File: config.mk
export PLATFORM = sky130hd
export DESIGN_NAME = alu_mul_seq_flat
export DESIGN_NICKNAME = d
export VERILOG_FILES = /design/src/rtl/alu_mul_seq_if.sv /design/src/rtl/alu_mul_seq.sv /design/src/flat_wrapper.sv
export SDC_FILE = /design/constraint.sdc
export NUM_CORES = 1
export LEC_CHECK = 0
export ABC_AREA = 1
export ABC_CLOCK_PERIOD_IN_PS = 6900
export BUFFER_PORTS_ARGS = -buffer_cell sky130_fd_sc_hd__buf_2
export CAP_MARGIN = 30
export CORE_ASPECT_RATIO = 1.25
export CORE_MARGIN = 5
export CORE_UTILIZATION = 30
export DETAILED_ROUTE_END_ITERATION = 10
export GPL_TIMING_DRIVEN = 1
export SLEW_MARGIN = 15
export SYNTH_ARGS = -nofsm -noshare
export SYNTH_HDL_FRONTEND = slang
export SYNTH_SLANG_ARGS = --single-unit
File: constraint.sdc
create_clock -name clk -period 6.9 [get_ports clk]
set_input_delay 1.035 -clock clk [delete_from_list [all_inputs] [get_ports clk]]
set_output_delay 1.035 -clock clk [all_outputs]
set_load 0.02 [all_outputs]
File: src/rtl/alu_mul_seq_if.sv
// Operand request / product response channel of the sequential multiplier.
// The master drives operands and takes products; the slave is the multiplier.
interface alu_mul_seq_if #(
    parameter int WIDTH = 32
);
    logic             InValid;
    logic             InReady;
    logic [WIDTH-1:0] A;
    logic [WIDTH-1:0] B;
    logic             Signed;
    logic             OutValid;
    logic             OutReady;
    logic [WIDTH-1:0] Lo;
    logic [WIDTH-1:0] Hi;

    modport master (
        output InValid, A, B, Signed, OutReady,
        input  InReady, OutValid, Lo, Hi
    );

    modport slave (
        input  InValid, A, B, Signed, OutReady,
        output InReady, OutValid, Lo, Hi
    );
endinterface

File: src/rtl/alu_mul_seq.sv
// Shift-add multiplier (signed/unsigned) feeding the ALU bitslice Mul inputs (Lo)
// and the MIPS HI register (Hi). One multiplier bit is retired per RUN cycle.
module alu_mul_seq #(
    parameter int WIDTH = 32
) (
    input  logic          clk,
    input  logic          reset,
    alu_mul_seq_if.slave  bus,
    output logic [1:0]    dbg_state_o
);

    // Handshakes: a transfer happens on a rising edge where valid and ready are
    // both high; ready/valid are pure functions of state, never of the peer's signals.

    localparam int CW = $clog2(WIDTH);

    typedef enum logic [1:0] {
        S_IDLE = 2'd0,
        S_RUN  = 2'd1,
        S_FIX  = 2'd2,
        S_DONE = 2'd3
    } state_t;

    state_t             state_q, state_d;
    logic [CW-1:0]      count_q, count_d;
    logic [WIDTH-1:0]   mcand_q, mcand_d;
    logic [WIDTH-1:0]   mplier_q, mplier_d;
    logic [WIDTH-1:0]   acc_q, acc_d;
    logic               neg_q, neg_d;
    logic [WIDTH-1:0]   lo_q, lo_d;
    logic [WIDTH-1:0]   hi_q, hi_d;

    logic               in_ready;
    logic               out_valid;
    logic               accept;
    logic               last_iter;
    logic [WIDTH-1:0]   a_abs;
    logic [WIDTH-1:0]   b_abs;
    logic [WIDTH-1:0]   addend;
    logic [WIDTH:0]     sum;
    logic [2*WIDTH-1:0] prod_raw;
    logic [2*WIDTH-1:0] prod_fix;

    // ------------------------------------------------------------------
    // FSM: state register
    // ------------------------------------------------------------------
    always_ff @(posedge clk) begin
        if (reset) begin
            state_q <= S_IDLE;
        end else begin
            state_q <= state_d;
        end
    end

    // ------------------------------------------------------------------
    // FSM: next-state logic
    // ------------------------------------------------------------------
    assign accept    = (state_q == S_IDLE) && bus.InValid;
    assign last_iter = (count_q == CW'(WIDTH - 1));

    always_comb begin
        state_d = state_q;
        case (state_q)
            S_IDLE: if (accept)       state_d = S_RUN;
            S_RUN:  if (last_iter)    state_d = S_FIX;
            S_FIX:                    state_d = S_DONE;
            S_DONE: if (bus.OutReady) state_d = S_IDLE;
            default:                  state_d = S_IDLE;
        endcase
    end

    // ------------------------------------------------------------------
    // FSM: outputs
    // ------------------------------------------------------------------
    always_comb begin
        in_ready  = 1'b0;
        out_valid = 1'b0;
        case (state_q)
            S_IDLE:  in_ready  = 1'b1;
            S_DONE:  out_valid = 1'b1;
            default: ;
        endcase
    end

    assign bus.InReady  = in_ready;
    assign bus.OutValid = out_valid;
    assign bus.Lo       = lo_q;
    assign bus.Hi       = hi_q;
    assign dbg_state_o  = state_q;

    // ------------------------------------------------------------------
    // Datapath
    // ------------------------------------------------------------------
    // Negating the most-negative value yields 2^(WIDTH-1), which is exact as unsigned.
    assign a_abs = (bus.Signed && bus.A[WIDTH-1]) ? (~bus.A + 1'b1) : bus.A;
    assign b_abs = (bus.Signed && bus.B[WIDTH-1]) ? (~bus.B + 1'b1) : bus.B;

    assign addend   = mplier_q[0] ? mcand_q : '0;
    assign sum      = {1'b0, acc_q} + {1'b0, addend};
    assign prod_raw = {acc_q, mplier_q};
    assign prod_fix = neg_q ? (~prod_raw + 1'b1) : prod_raw;

    always_comb begin
        count_d  = count_q;
        mcand_d  = mcand_q;
        mplier_d = mplier_q;
        acc_d    = acc_q;
        neg_d    = neg_q;
        lo_d     = lo_q;
        hi_d     = hi_q;
        case (state_q)
            S_IDLE: begin
                if (accept) begin
                    mcand_d  = a_abs;
                    mplier_d = b_abs;
                    neg_d    = bus.Signed & (bus.A[WIDTH-1] ^ bus.B[WIDTH-1]);
                    acc_d    = '0;
                    count_d  = '0;
                end
            end
            S_RUN: begin
                // {acc, mplier} <= {sum, mplier} >> 1
                acc_d    = sum[WIDTH:1];
                mplier_d = {sum[0], mplier_q[WIDTH-1:1]};
                count_d  = count_q + CW'(1);
            end
            S_FIX: begin
                lo_d = prod_fix[WIDTH-1:0];
                hi_d = prod_fix[2*WIDTH-1:WIDTH];
            end
            default: ;
        endcase
    end

    always_ff @(posedge clk) begin
        if (reset) begin
            count_q  <= '0;
            mcand_q  <= '0;
            mplier_q <= '0;
            acc_q    <= '0;
            neg_q    <= 1'b0;
            lo_q     <= '0;
            hi_q     <= '0;
        end else begin
            count_q  <= count_d;
            mcand_q  <= mcand_d;
            mplier_q <= mplier_d;
            acc_q    <= acc_d;
            neg_q    <= neg_d;
            lo_q     <= lo_d;
            hi_q     <= hi_d;
        end
    end

endmodule

File: src/flat_wrapper.sv
// flat-port wrapper written by rule: the top's interface ports become plain ports
module alu_mul_seq_flat 
#(
    parameter int WIDTH = 32
)
  (clk, reset, dbg_state_o, bus_InValid, bus_A, bus_B, bus_Signed, bus_OutReady, bus_InReady, bus_OutValid, bus_Lo, bus_Hi);
  alu_mul_seq_if #(.WIDTH(WIDTH)) bus_i ();
  input  logic clk;
  input  logic reset;
  output logic [1:0] dbg_state_o;
  input wire logic [$bits(bus_i.InValid)-1:0] bus_InValid;
  input wire logic [$bits(bus_i.A)-1:0] bus_A;
  input wire logic [$bits(bus_i.B)-1:0] bus_B;
  input wire logic [$bits(bus_i.Signed)-1:0] bus_Signed;
  input wire logic [$bits(bus_i.OutReady)-1:0] bus_OutReady;
  output wire logic [$bits(bus_i.InReady)-1:0] bus_InReady;
  output wire logic [$bits(bus_i.OutValid)-1:0] bus_OutValid;
  output wire logic [$bits(bus_i.Lo)-1:0] bus_Lo;
  output wire logic [$bits(bus_i.Hi)-1:0] bus_Hi;
  assign bus_i.InValid = bus_InValid;
  assign bus_i.A = bus_A;
  assign bus_i.B = bus_B;
  assign bus_i.Signed = bus_Signed;
  assign bus_i.OutReady = bus_OutReady;
  assign bus_InReady = bus_i.InReady;
  assign bus_OutValid = bus_i.OutValid;
  assign bus_Lo = bus_i.Lo;
  assign bus_Hi = bus_i.Hi;
  alu_mul_seq #(.WIDTH(WIDTH)) u_core (.clk(clk), .reset(reset), .bus(bus_i), .dbg_state_o(dbg_state_o));
endmodule
==> impl_metrics.toml, run 1 <==
[run_status]
status = "finished, final reports clean"

[synthesis]
yosysMostFrequentCell = "nand2_1"
synth_async_sr_flop_share_pct = 0
ys_warn_count = 0
netlist_area_um2 = 13200
ys_seq_area_share_pct = 25.5
synth_seq_cells = 168
synthTopCellsByArea = "dfxtp_1 25%, nand2_1 20%, nor2_1 10%"
synth_top_area_share_pct = 25.5
yosys.cell_types.count = 43
synth.avg_cell_area_um2 = 5.67
synth.top_cells.by_count = "701 x nand2_1, 357 x nor2_1, 330 x inv_1, 173 x nand3_1, 168 x dfxtp_1"
synth_ff_type = "dfxtp_1"
syn_inst = 2326
synth_edf_count = 0
syn_nets = 2437
yosysTopAreaCell = "dfxtp_1"

[critical_path]
cp-end-kind = "flop"
worst_ep_required_time_ps = 7300
arrival_ps = 3770
crit_path_max_fanout = 65
path_class = "reg2reg"
timing.rr.start = "u_core.dbg_state_o[1]"
reg2regPathDepth = 10
cp-start-kind = "flop"
regToRegSetupSlack_ps = 3530
r2r-end = "u_core.mplier_q[20]"

[layout]
fillers = 4977
syn_to_final_growth_pct = 13.7
ff_latch_area_um2 = 3360
drive_above_1_share_pct = 9.60
fin_nets = 2526
multi_input_area_um2 = 8250

[job]
maxCapViolCount = 0

[placement]
post-place-ws_ps = 3490
place.gp.congestion = 0.976
dp_hpwl_um = 39600
numPortBuffers = 136

[route]
first_pass_iters = 6
avgRoutedWirePerCell_um = 16.5
drt_wl_total_um = 49500
route.detailed.drc = 0
num_vias = 14606
drt.antenna.violating_nets = 0
via_per_inst = 4.87
drt_iter0_markers = 825

[power_and_ir_drop]
leakage_nw = 7.90
p_per_area_nw_per_um2 = 355
power_w = 0.00533
peakVddDrop_v = 0.000215

[clock_tree]
cts.sinks = 168
clk_path_buf_depth = 2
cts_tree = "built"
cts-root-buf = "clkbuf_16"
cts_hold_buf = 0
cts_buffers = 17
clkTransAtPathRegs_ps = 90
post_cts_buffers = 0
post_cts_resized = 0
worstSkewPairLatency_ps = 470
h-tree-depth = 4

[grt]
gr-total-overflow = 0
grt_pass1_vias = 13833
grt_pass1_wl_um = 76500
grt_max_degree = 69
grt_use_total_pct = 20.2
antenna_found_initial = 2

[hold_path]
hold-path-cell-count = 2
min_to = "u_core.count_q[4]"
hold_start = "u_core.count_q[4]"
hold_path_class = "reg2reg"

[sta]
setup_slack_ps = 3530
tightestPinTransition_ps = 921
setup_viol_count_final = 0
fin_crit_sh_pct = 48.8
fmax_mhz = 297
min_period_ps = 3370
skew_ps = 20.5
maxSlewViolCount = 0
hold_viol = 0
tns_ps = 0
rsz0062_at_grt = "no"
slew_headroom_pct = 38.5

[floorplan]
ios = 137
fp.dieH_um = 245
start_util_pct = 30.1
die_area_um2 = 48300
die_w_um = 198
core-area_um2 = 43800
num_rows = 86
==> critical path, cell delays in order (launching register included) <==
cell	delay, ps
dfxtp_1	360
inv_1	120
ha_1	150
buf_4	350
inv_2	340
o21ai_2	690
inv_2	320
buf_4	410
a21oi_1	210
o21ai_0	110
a21oi_1	120
==> state kept, by name, indices dropped and copies added, names as in the netlist <==
signal,flops
u_core.acc_q,32
u_core.bus.Hi,32
u_core.bus.Lo,32
u_core.count_q,5
u_core.dbg_state_o,2
u_core.mcand_q,32
u_core.mplier_q,32
u_core.neg_q,1
==> cell type report <==
cell class                      instances  area share (%)
Sequential cell                       168            22.4
Clock buffer                           17            2.83
Inverter                              339            8.48
Multi-Input combinational cell       1743            55.0
Antenna cell                            2          0.0334
Tap cell                              572            4.77
Timing Repair Buffer                  146            5.19
Clock inverter                         15            1.27
==> metrics by stage <==
| step | utilization [%] | cell area (um2) | cells | hold WS, ps |
|---|---|---|---|---|
| 2_1_floorplan | - | 13200 | 2326 | 444 |
| 3_3_place_gp | 32.8 | 14400 | 2967 | 453 |
| 3_5_place_dp | 32.8 | 14400 | 2968 | 468 |
| 4_1_cts | 34.3 | 15000 | 3000 | 481 |
| 5_1_grt | 34.3 | 15000 | 3002 | 513 |
| 6_report | 34.3 | 15000 | 3002 | 478 |
==> report_power, final <==
part | switching, W | internal, W | leakage, nW
logic | 0.00200 | 0.000839 | 6.23
clock network | 0.000511 | 0.000494 | 0.294
registers | 0.000265 | 0.00123 | 1.38
==> cell usage in the layout (no fill, tap or decap), types with 23 or more instances in the layout <==
cell and n:
o21ai_0 97, nand2_1 701, inv_1 330, dfxtp_1 167
buf_2 135, ha_1 40, nand3_1 173, nor2_1 357
xor2_1 35, nand4_1 23, a21oi_1 158
==> cells by family (layout without fill, tap and decap cells) <==
group | Yosys count | in the layout | synth area share [%]
xor gates and xnor gates | 48 | 48 | 3.19
AOI/OAI and AO/OA | 328 | 328 | 13.7
adders and majority gates | 42 | 42 | 4.04
DFF | 168 | 168 | 25.5
buffers and inverters | 415 | 517 | 12.1
and+or+nand+nor | 1325 | 1325 | 41.5
other | 0 | 2 | 0
==> worst max path at each step <==
stage	endpoint	cells after the start	slack, ps	start
final	u_core.mplier_q[20]	10	3530	u_core.dbg_state_o[1]
after global routing	u_core.mplier_q[1]	9	3190	u_core.dbg_state_o[1]
after CTS	u_core.mplier_q[1]	9	3480	u_core.dbg_state_o[1]
after detailed placement	u_core.mplier_q[1]	9	3490	u_core.dbg_state_o[1]
after global placement	u_core.mplier_q[1]	9	3630	u_core.dbg_state_o[1]
after floorplan	u_core.acc_q[31]	18	4610	u_core.mplier_q[0]
==> layer usage <==
metal	vias up	track usage, %	wire (um)	part of all wire, %
met2	388	36.9	25000	51
met1	6621	22.7	19800	40
li1	7491	-	-	-
met3	106	2.36	2020	4.1
met5	-	0	0	0
met4	0	10.5	2650	5.3
No activity file was read; power rests on OpenSTA's default activity.
==> inputs of run 2 (changes only) <==
--- a/config.mk
+++ b/config.mk
@@ -5,8 +5,8 @@
 export SDC_FILE = /design/constraint.sdc
 export NUM_CORES = 1
 export LEC_CHECK = 0
-export ABC_AREA = 1
-export ABC_CLOCK_PERIOD_IN_PS = 6900
+export ABC_AREA = 0
+export ABC_CLOCK_PERIOD_IN_PS = 2920
 export BUFFER_PORTS_ARGS = -buffer_cell sky130_fd_sc_hd__buf_2
 export CAP_MARGIN = 30
 export CORE_ASPECT_RATIO = 1.25
==> constraint.sdc (replaced) <==
create_clock -name clk -period 2.92 [get_ports clk]
set_input_delay 0.438 -clock clk [delete_from_list [all_inputs] [get_ports clk]]
set_output_delay 0.438 -clock clk [all_outputs]
set_load 0.02 [all_outputs]
==> run 2 against run 1 <==
The run now ends with negative setup slack left; sequential cell count unchanged; die area decreased by 19%; hold slack got worse by 190 ps; critical endpoint is now u_core.bus.Hi[31].
==> impl_metrics.toml, run 2 <==
[route]
m1WireLength_um = 15200
num_vias = 10536
avgRoutedWirePerCell_um = 16.8
wl_met2_um = 16400
via_per_inst = 5.15
route.detailed.drc = 0
wl_met3_um = 1950
drt.antenna.violating_nets = 0
drt_wl_total_um = 34300
first_pass_iters = 5
highest_layer = "met4"
drt_iter0_markers = 789

[run_status]
violations = "negative setup slack"
status = "finished with violations"

[floorplan]
core-area_um2 = 34600
fp.dieH_um = 220
num_rows = 76
die_w_um = 178
die_area_um2 = 39100
ios = 137
start_util_pct = 30.5

[layout]
fillers = 3606
final_cell_mix = "166 x dfxtp_1, 162 x nand2_1, 144 x buf_4"
drive_above_1_share_pct = 23.7
fin_area_um2 = 13500
mostFrequentLayoutCell = "dfxtp_1"
diodes = 0
fin_nets = 1674
syn_to_final_growth_pct = 27.7
post-route-util_pct = 38.9

[sta]
min_period_ps = 2950
skew_ps = 15.7
setup_viol_count_final = 2
tightestPinTransition_ps = 931
slew_headroom_pct = 38.0
fin_hold_ws_ps = 291
hold_viol = 0
setup_slack_ps = -29.3
maxSlewViolCount = 0
fin_crit_sh_pct = 101
fmax_mhz = 339
rsz0062_at_grt = "yes"

[clock_tree]
cts.sinks = 168
clk_path_buf_depth = 2
h-tree-depth = 4
cts_buffers = 17
cts_hold_buf = 0
cts_tree = "built"
clkTransAtPathRegs_ps = 70
cts-root-buf = "clkbuf_16"
worstSkewPairLatency_ps = 440

[synthesis]
yosysMostFrequentCell = "dfxtp_1"
syn_nets = 1464
synth_async_sr_flop_share_pct = 0
syn_inst = 1353
yosysTopAreaCell = "dfxtp_1"
yosys.cell_types.count = 65
ys_seq_area_share_pct = 31.9
netlist_area_um2 = 10600
synth_top_area_share_pct = 31.9
synth.avg_cell_area_um2 = 7.80
ys_warn_count = 0
synth_seq_cells = 168
synth_ff_type = "dfxtp_1"
synth_edf_count = 0
synthTopCellsByArea = "dfxtp_1 32%, xor2_1 7.8%, nand2_1 5.8%"
synth.top_cells.by_count = "168 x dfxtp_1, 162 x nand2_1, 132 x nor2_1, 98 x o21ai_0, 97 x a21oi_1"

[hold_path]
hold_start = "bus_A[31]"
hold_path_class = "in2reg"

[placement]
place.gp.congestion = 0.896
post-place-ws_ps = -166
dp_hpwl_um = 26600
numPortBuffers = 136
placed_area_um2 = 12600

[grt]
grt_max_degree = 81
grt_pass1_wl_um = 53700
grt_pass1_vias = 10095
gr-total-overflow = 0
antenna_found_initial = 0
grt_use_total_pct = 17.1

[power_and_ir_drop]
p_per_area_nw_per_um2 = 778
leakage_nw = 5.43
peakVddDrop_v = 0.000499
power_w = 0.0105

[critical_path]
path_class = "reg2reg"
cp-startpoint = "u_core.acc_q[4]"
cp-end-kind = "flop"
crit_path_max_fanout = 4
arrival_ps = 3240
timing.rr.start = "u_core.acc_q[4]"
cp-start-kind = "flop"
worst_ep_required_time_ps = 3210
regToRegSetupSlack_ps = -30

[job]
maxCapViolCount = 0
[run 2: worst paths after layout]
| path | endpoint | cells after the start |
|---|---|---|
| worst max-delay path | u_core.bus.Hi[31] | 8 |
| worst max register to register | u_core.bus.Hi[31] | 8 |
| worst min-delay path | u_core.mcand_q[31] | 3 |
| worst min register to register | u_core.bus.Hi[30] | 2 |
[run 2: where the power goes]
| group | internal [W] | switching (W) |
|---|---|---|
| Sequential | 0.00285 | 0.000389 |
| Clock | 0.00127 | 0.00100 |
| Combinational | 0.00187 | 0.00310 |
[run 2: layer usage]
layer	global-route usage, %	vias to the layer above
met5	0	-
met4	4.95	0
met3	2.54	50
met2	29.6	283
met1	22.2	4907
li1	-	5296
[run 2: layout make-up]
cell class,count,area (um2),area share (%)
Clock inverter,13,143,1.06
Timing Repair Buffer,282,1800,13.3
Tap cell,468,586,4.34
Inverter,25,93.8,0.696
Clock buffer,19,433,3.21
Sequential cell,168,3370,25.0
Multi-Input combinational cell,1069,7060,52.4
[run 2: critical path: stages (launching register included)]
cell     delay [ps]
dfxtp_1         310
or3_4           380
or4_4           500
or3_4           350
or4_4           520
or2_4           290
o31ai_4         220
xor2_1          170
o21ai_1          70
[run 2: cell families after synthesis]
family | Yosys count | share of synthesized area (%)
AOI/OAI and AO/OA | 420 | 26.1
xor gates and xnor gates | 140 | 11.6
adders and majority gates | 42 | 5.05
buffers and inverters | 116 | 4.12
DFF | 168 | 31.9
muxes | 11 | 1.05
and+or+nand+nor | 456 | 20.2
[run 2: repair_timing]
action                                  4_1_cts  5_1_grt
buffers inserted                              2        5
endpoints found under the setup margin        9       26
gates resized for setup                       6       42
pin swaps                                     4        8
[run 2: stage by stage]
stage | TNS [ps] | cells
3_3_place_gp | -113 | 2005
3_5_place_dp | -352 | 2005
5_1_grt | -912 | 2044
2_1_floorplan | -252 | 1353
4_1_cts | -98.1 | 2039
6_report | -43.5 | 2044
==> inputs of run 3 (changes only) <==
--- a/config.mk
+++ b/config.mk
@@ -14,6 +14,7 @@
 export CORE_UTILIZATION = 30
 export DETAILED_ROUTE_END_ITERATION = 10
 export GPL_TIMING_DRIVEN = 1
+export PLACE_DENSITY_LB_ADDON = 0.15
 export SLEW_MARGIN = 15
 export SYNTH_ARGS = -nofsm -noshare
 export SYNTH_HDL_FRONTEND = slang
==> run 3 against run 2 <==
Sequential power is essentially flat; die area stayed put; non-clock buffer count decreased by 1; final area rose by 0.82%; core utilization up 0.32 points; largest power group unchanged; clock skew shrank 3.7 ps; the flow still finishes with violations (negative setup slack); critical path type unchanged; wire length up 3.3%.
==> impl_metrics.toml, run 3 (synthesized netlist as in run 2, its figures left out) <==
[run_status]
status = "finished with violations"
violations = "negative setup slack"

[layout]
final_cell_mix = "165 x dfxtp_1, 162 x nand2_1, 140 x buf_4"
post-route-util_pct = 39.3
diodes = 0
fin_area_um2 = 13600
fin_nets = 1673
syn_to_final_growth_pct = 28.7
drive_above_1_share_pct = 23.7
mostFrequentLayoutCell = "dfxtp_1"

[route]
m1WireLength_um = 15800
drt_wl_total_um = 35400
drt_iter0_markers = 657
first_pass_iters = 5
via_per_inst = 5.13
drt.antenna.violating_nets = 0
highest_layer = "met5"
route.detailed.drc = 0
wl_met2_um = 17200
num_vias = 10477
wl_met3_um = 1590
avgRoutedWirePerCell_um = 17.3

[sta]
slew_headroom_pct = 50.9
skew_ps = 12.0
tightestPinTransition_ps = 736
min_period_ps = 2950
hold_viol = 0
fin_crit_sh_pct = 101
setup_viol_count_final = 2
rsz0062_at_grt = "yes"
setup_slack_ps = -29.2
maxSlewViolCount = 0
fmax_mhz = 339

[grt]
antenna_found_initial = 1
grt_max_degree = 120
grt_pass1_wl_um = 55800
grt_pass1_vias = 10292
gr-total-overflow = 0
grt_use_total_pct = 18.0

[power_and_ir_drop]
p_sw_w = 0.00462
leakage_nw = 5.47
p_clk_share_pct = 22.6
p_comb_share_pct = 47.6
p_per_area_nw_per_um2 = 799
power_w = 0.0109
switching_share_pct = 42.6
sequentialPowerShare_pct = 29.8
peakVddDrop_v = 0.000461
internal_power_w = 0.00624

[critical_path]
path_class = "reg2reg"
max_stage_delay_ps = 410
crit_path_max_fanout = 4
cp-end-kind = "flop"
arrival_ps = 3310
cp-start-kind = "flop"
timing.rr.start = "u_core.mplier_q[0]"
path_cells = "and2_4, ha_4, inv_2, fa_2, nor2b_4, o2111ai_4, a211oi_2, o311ai_2, o31ai_2, nand3_1, or4_1, a311oi_1"
cp-startpoint = "u_core.mplier_q[0]"
slowest_stage = "or4_1"
worst_ep_required_time_ps = 3280

[floorplan]
num_rows = 76
fp.dieH_um = 220
die_w_um = 178
core-area_um2 = 34600
die_area_um2 = 39100
ios = 137
start_util_pct = 30.5

[placement]
post-place-ws_ps = -172
numPortBuffers = 136
dp_hpwl_um = 27100
place.gp.congestion = 0.883
placed_area_um2 = 12700

[clock_tree]
cts-root-buf = "clkbuf_16"
cts_buffers = 17
clkTransAtPathRegs_ps = 70
clk_path_buf_depth = 2
cts.sinks = 168
cts_tree = "built"
h-tree-depth = 4
worstSkewPairLatency_ps = 460

[hold_path]
hold_start = "reset"
hold_path_class = "in2reg"

[job]
maxCapViolCount = 0
-- run 3: cell count changes in the layout (fill, tap and decap cells not counted), moves of 3 or more --
cell      delta
buf_4        -4
o21ai_0      +5
o31ai_2      -3
o21ai_1      -4
buf_12       +3
clkinv_2     -3
-- run 3: cell type report --
| cell class | count | area [um2] |
|---|---|---|
| repair buffers | 281 | 1830 |
| fillers | 3706 | 21000 |
| flip-flops and latches | 168 | 3370 |
| well taps | 468 | 586 |
| multi-input cells | 1069 | 7090 |
| clock inverters | 12 | 165 |
| clock buffers | 20 | 457 |
| inverters | 25 | 93.8 |
-- run 3: power by group through the flow --
stage	registers (W)	logic (W)	clock network, W
2_1_floorplan	0.00353	0.00275	0
3_3_place_gp	0.00328	0.00507	0
3_5_place_dp	0.00328	0.00509	0
4_1_cts	0.00324	0.00517	0.00252
5_1_grt	0.00331	0.00573	0.00260
6_report	0.00324	0.00517	0.00246
-- run 3: timing repair --
item | CTS | global route
hold buffers | 0 | 0
pin swaps | 9 | 9
resized for setup | 16 | 30
buffers inserted | 0 | 4
endpoints found under the setup margin | 16 | 19
-- run 3: critical path: cells and delay by family (launching register included) --
kind,cells,cell delay [ps]
AOI/OAI and AO/OA,5,1100
and+or+nand+nor,4,850
adders and majority gates,2,500
DFF,1,360
buffers and inverters,1,40
-- run 3: metrics by stage --
stage | setup TNS, ps | hold WS [ps] | instances
final | -41.2 | 229 | 2043
after global routing | -729 | 217 | 2043
after detailed placement | -815 | 443 | 2007
after CTS | -71.0 | 207 | 2039
after floorplan | -252 | 432 | 1353
after global placement | -712 | 439 | 2007
-- run 3: final timing paths --
kind / to / slack [ps] / cells past startpoint
max: u_core.acc_q[31] / -30 / 12
min: u_core.neg_q / 230 / 2
max reg2reg: u_core.acc_q[31] / -30 / 12
min reg2reg: u_core.bus.Hi[23] / 450 / 2
-- run 3: layer usage --
layer	vias to the layer above	track usage, %
li1	5288	-
met2	256	30.8
met4	2	6.40
met3	46	2.73
met1	4885	23.0
met5	-	0
